File: src/rtl/register_file.sv
// Integer register file x0..x31: two enable-gated combinational read channels,
// one synchronous write port, and a registered debug read port.
module register_file #(
  parameter int unsigned DATA_W = 32,
  parameter int unsigned ADDR_W = 5
) (
  input  logic              clk,
  input  logic              reset_n,
  input  logic              register_rd_ch0_en,
  input  logic [ADDR_W-1:0] register_rd_ch0_addr,
  output logic [DATA_W-1:0] register_rd_ch0_data,
  input  logic              register_rd_ch1_en,
  input  logic [ADDR_W-1:0] register_rd_ch1_addr,
  output logic [DATA_W-1:0] register_rd_ch1_data,
  input  logic              register_wr_en,
  input  logic [ADDR_W-1:0] register_wr_addr,
  input  logic [DATA_W-1:0] register_wr_data,
  input  logic              dbg_rd_en,
  input  logic [ADDR_W-1:0] dbg_rd_addr,
  output logic [DATA_W-1:0] dbg_rd_data,
  output logic              dbg_rd_valid
);

  localparam int unsigned DEPTH = 1 << ADDR_W;

  // x0 has no storage; the array starts at entry 1.
  logic [DATA_W-1:0] mem_q [1:DEPTH-1];
  logic [DATA_W-1:0] mem_d [1:DEPTH-1];
  logic [DATA_W-1:0] dbg_rd_data_q, dbg_rd_data_d;
  logic              dbg_rd_valid_q, dbg_rd_valid_d;

  function automatic logic [DATA_W-1:0] rd_word(input logic [ADDR_W-1:0] a);
    if (a == '0) rd_word = '0;
    else         rd_word = mem_q[a];
  endfunction

  // Read channels are forced to zero when disabled so the bypass logic can OR them in.
  assign register_rd_ch0_data = register_rd_ch0_en ? rd_word(register_rd_ch0_addr) : '0;
  assign register_rd_ch1_data = register_rd_ch1_en ? rd_word(register_rd_ch1_addr) : '0;

  always_comb begin
    mem_d          = mem_q;
    dbg_rd_data_d  = dbg_rd_data_q;
    dbg_rd_valid_d = 1'b0;
    if (register_wr_en && (register_wr_addr != '0)) begin
      mem_d[register_wr_addr] = register_wr_data;
    end
    if (dbg_rd_en) begin
      dbg_rd_data_d  = rd_word(dbg_rd_addr);
      dbg_rd_valid_d = 1'b1;
    end
  end

  always_ff @(posedge clk) begin
    if (!reset_n) begin
      mem_q          <= '{default: '0};
      dbg_rd_data_q  <= '0;
      dbg_rd_valid_q <= 1'b0;
    end else begin
      mem_q          <= mem_d;
      dbg_rd_data_q  <= dbg_rd_data_d;
      dbg_rd_valid_q <= dbg_rd_valid_d;
    end
  end

  assign dbg_rd_data  = dbg_rd_data_q;
  assign dbg_rd_valid = dbg_rd_valid_q;

endmodule

File: config.mk
export PLATFORM = sky130hd
export DESIGN_NAME = register_file
export DESIGN_NICKNAME = d
export VERILOG_FILES = /design/src/rtl/register_file.sv
export SDC_FILE = /design/constraint.sdc
export NUM_CORES = 2
export LEC_CHECK = 0
export ABC_AREA = 0
export CAP_MARGIN = 30
export CORE_MARGIN = 5
export CORE_UTILIZATION = 31
export DETAILED_ROUTE_END_ITERATION = 10
export PLACE_DENSITY_LB_ADDON = 0.15
export SYNTH_ARGS = -nofsm -noshare
export SYNTH_HDL_FRONTEND = slang
export SYNTH_SLANG_ARGS = --single-unit
File: constraint.sdc
create_clock -name clk -period 6.3 [get_ports clk]
set_clock_uncertainty 0.2 [all_clocks]
set_input_delay 1.26 -clock clk [delete_from_list [all_inputs] [get_ports clk]]
set_output_delay 1.26 -clock clk [all_outputs]
set_load 0.01 [all_outputs]
==> results.toml <==
[hold_path]
hold_class = "flip-flop to flip-flop"

[drt]
vias_per_cell = 6.01
num_vias = 52642
first_pass_iters = 5
dr.first_iter.drc_count = 6249
drc_errors = 0
wl_per_cell_um = 34.8
antenna_left = 0
wirelength_mm = 305

[timing]
setup_viol = 0
finalCriticalPeriod_ns = 5.67
hold_viol = 0
timing.hold.ws_ns = 0.278
slew_viol_final = 0
rsz0062_at_grt = "no"
worst_pin_slew_ns = 1.24
fmaxAchievable_ghz = 0.176
fin_ws_ns = 0.629
maxSlewHeadroom_pct = 17.3
finalSetupTns_ns = 0
period_share_pct = 90.0

[synthesis]
ys_ff_latch = 1025
yosys.area.top_type_share_pct = 33.3
synthesis.nets = 6261
synth_edf_count = 0
seq_area_frac_synth_pct = 33.3
synthAdderAreaFrac_pct = 0
yosysMostFrequentCell = "nand2_1"
synthXorXnorAreaFrac_pct = 0
synth_top_family_by_area = "multiplexers"
yosys.area_share.simple_pct = 13.5
netlist_top_cells_area = "dfxtp_1 (33%), mux4_2 (28%), nand2_1 (12%), a21boi_0 (9.5%), clkbuf_1 (3.3%)"
synth_compound_area_share_pct = 16.6
syn_avg_cell_area_um2 = 9.95
synth_top_area_cell = "dfxtp_1"
syn_inst = 6203
async_flop_share_pct = 0
yosysWarnings = 0
synthTopCellsByCount = "nand2_1 (2,017), dfxtp_1 (1,025), a21boi_0 (782), mux4_2 (755), clkbuf_1 (536)"
synth.area.mux_share_pct = 32.0
synthesis.area_mm2 = 0.0617
synth.distinct_cells = 41
synth-main-ff-cell = "dfxtp_1"

[die]
die_w_um = 456
die_h_um = 456
rows = 163
dieArea_mm2 = 0.208
core_area_mm2 = 0.198
start_util_pct = 31.2
ios = 155

[cells_and_area]
fin_area_mm2 = 0.0709
final_layout_size_suffix_gt1_share_pct = 22.2
area_delta_synth_final_pct = 14.9
fin_nets = 6070
final-seq-area_mm2 = 0.0205
multi_input_area_mm2 = 0.0387
nFillCells = 19448

[cts]
clk_pin_slew_ns = 0.06
numCtsBuffers = 121
post-cts-setup-buffer-count = 0
clock-sinks = 1025
ctsRootBufferMaster = "clkbuf_16"
cts_max_level = 3
clk_latency_ns = 0.76
clockBufferDepth = 3
post_cts_resize_count = 0
cts_hold_buffers = 0
cts_tree = "built"

[critical_path]
end_kind = "output port"
crit_required_ns = 4.84
critPathKind = "input port to output port"
slowest_delay_ns = 0.56
path_delay_family = "buffers and inverters"
arrival_ns = 4.21
crit_path_max_fanout = 38
start_kind = "input port"
slowest_stage = "clkdlybuf4s50_1"
path_buf_inv = 3
path_cells = "buf_8 -> buf_12 -> mux4_2 -> mux4_2 -> a22o_1 -> clkdlybuf4s50_1"
crit_top_cell = "mux4_2"

[grt]
grt_use_total_pct = 28.3
grt_overflow = 0
grt_max_degree = 258
antenna_found_initial = 12
grt_pass1_vias = 50237
grt_pass1_wl_mm = 423

[status]
status = "completed"

[flow_run]
cap_violations = 0

[placed_design]
io_buffers = 154
placedInstanceArea_mm2 = 0.0668
hpwl_mm = 180
preCtsSetupSlack_ns = 0.639
place.gp.congestion = 0.836

[power_and_ir_drop]
ir_drop_v = 0.000229
power_density_mw_per_mm2 = 219
power_leakage_nw = 22.7
==> power by group <==
group          internal (mW)  switching [mW]
clock network           4.27            3.07
logic                  0.572            1.04
registers               6.53          0.0577
==> sequential cells by signal (all words and copies together) (netlist names) <==
signal        count
dbg_rd_data      32
mem_q           992
dbg_rd_valid      1
==> worst reg2reg max path, cell delays in order (launching register included) <==
cell     delay [ns]
dfxtp_1        0.33
mux4_2         0.53
mux4_2         0.53
a221o_1        0.36
==> placed cells by master (no fill, tap or decap), drive strengths merged, types with 12 or more instances in the layout <==
master         instances
nor2                  31
o221ai                12
o22ai                 30
a221o                 35
nand2               2017
clkbuf               183
clkinv                23
nor2b                 20
buf                  224
a21boi               992
a21oi                 20
nand2b                32
a22oi                 20
nand3                 17
a22o                 145
dfxtp               1025
o2bb2ai               12
a221oi                17
mux2                 148
clkdlybuf4s50        139
mux2i                104
mux4                 755
a41oi                 15
o21ai                 42
==> final timing paths <==
path,startpoint,to,slack (ns),depth (start not counted)
worst max-delay path,register_rd_ch0_addr[0],register_rd_ch0_data[1],0.63,6
worst min-delay path,mem_q[122],mem_q[122],0.28,2
worst max register to register,mem_q[797],dbg_rd_data[29],4.24,3
worst min register to register,mem_q[122],mem_q[122],0.28,2
==> through the flow <==
step	std cells	utilization, %	power (mW)
6_report	8753	35.9	15.6
5_1_grt	8753	35.9	15.9
4_1_cts	8746	35.8	15.6
3_5_place_dp	8528	33.8	8.32
3_3_place_gp	8503	33.5	8.30
2_1_floorplan	6203	-	7.64
==> cell families after synthesis <==
kind of cell	count (synthesis)
and+or+nand+nor	2150
AOI/OAI and AO/OA	1341
buffers and inverters	680
muxes	1007
DFF	1025
==> metal layers <==
metal / up-vias / part of all wire, % / GRT usage, %
li1: 22082 / - / -
met1: 27152 / 40 / 36.4
met2: 2681 / 46 / 45.8
met3: 719 / 7.8 / 4.82
met4: 8 / 6.1 / 15.0
met5: - / 0.014 / 0
==> cell type report <==
cell class                 count  share of cell area [%]
timing repair buffer         364                    6.00
clock inverter                36                   0.565
tap                         2640                    4.66
sequential                  1025                    29.0
clock buffer                 182                    5.14
inverter                       2                  0.0106
multi-input combinational   4498                    54.6
antenna                        6                  0.0212
Power figures use the tool's default switching activity.
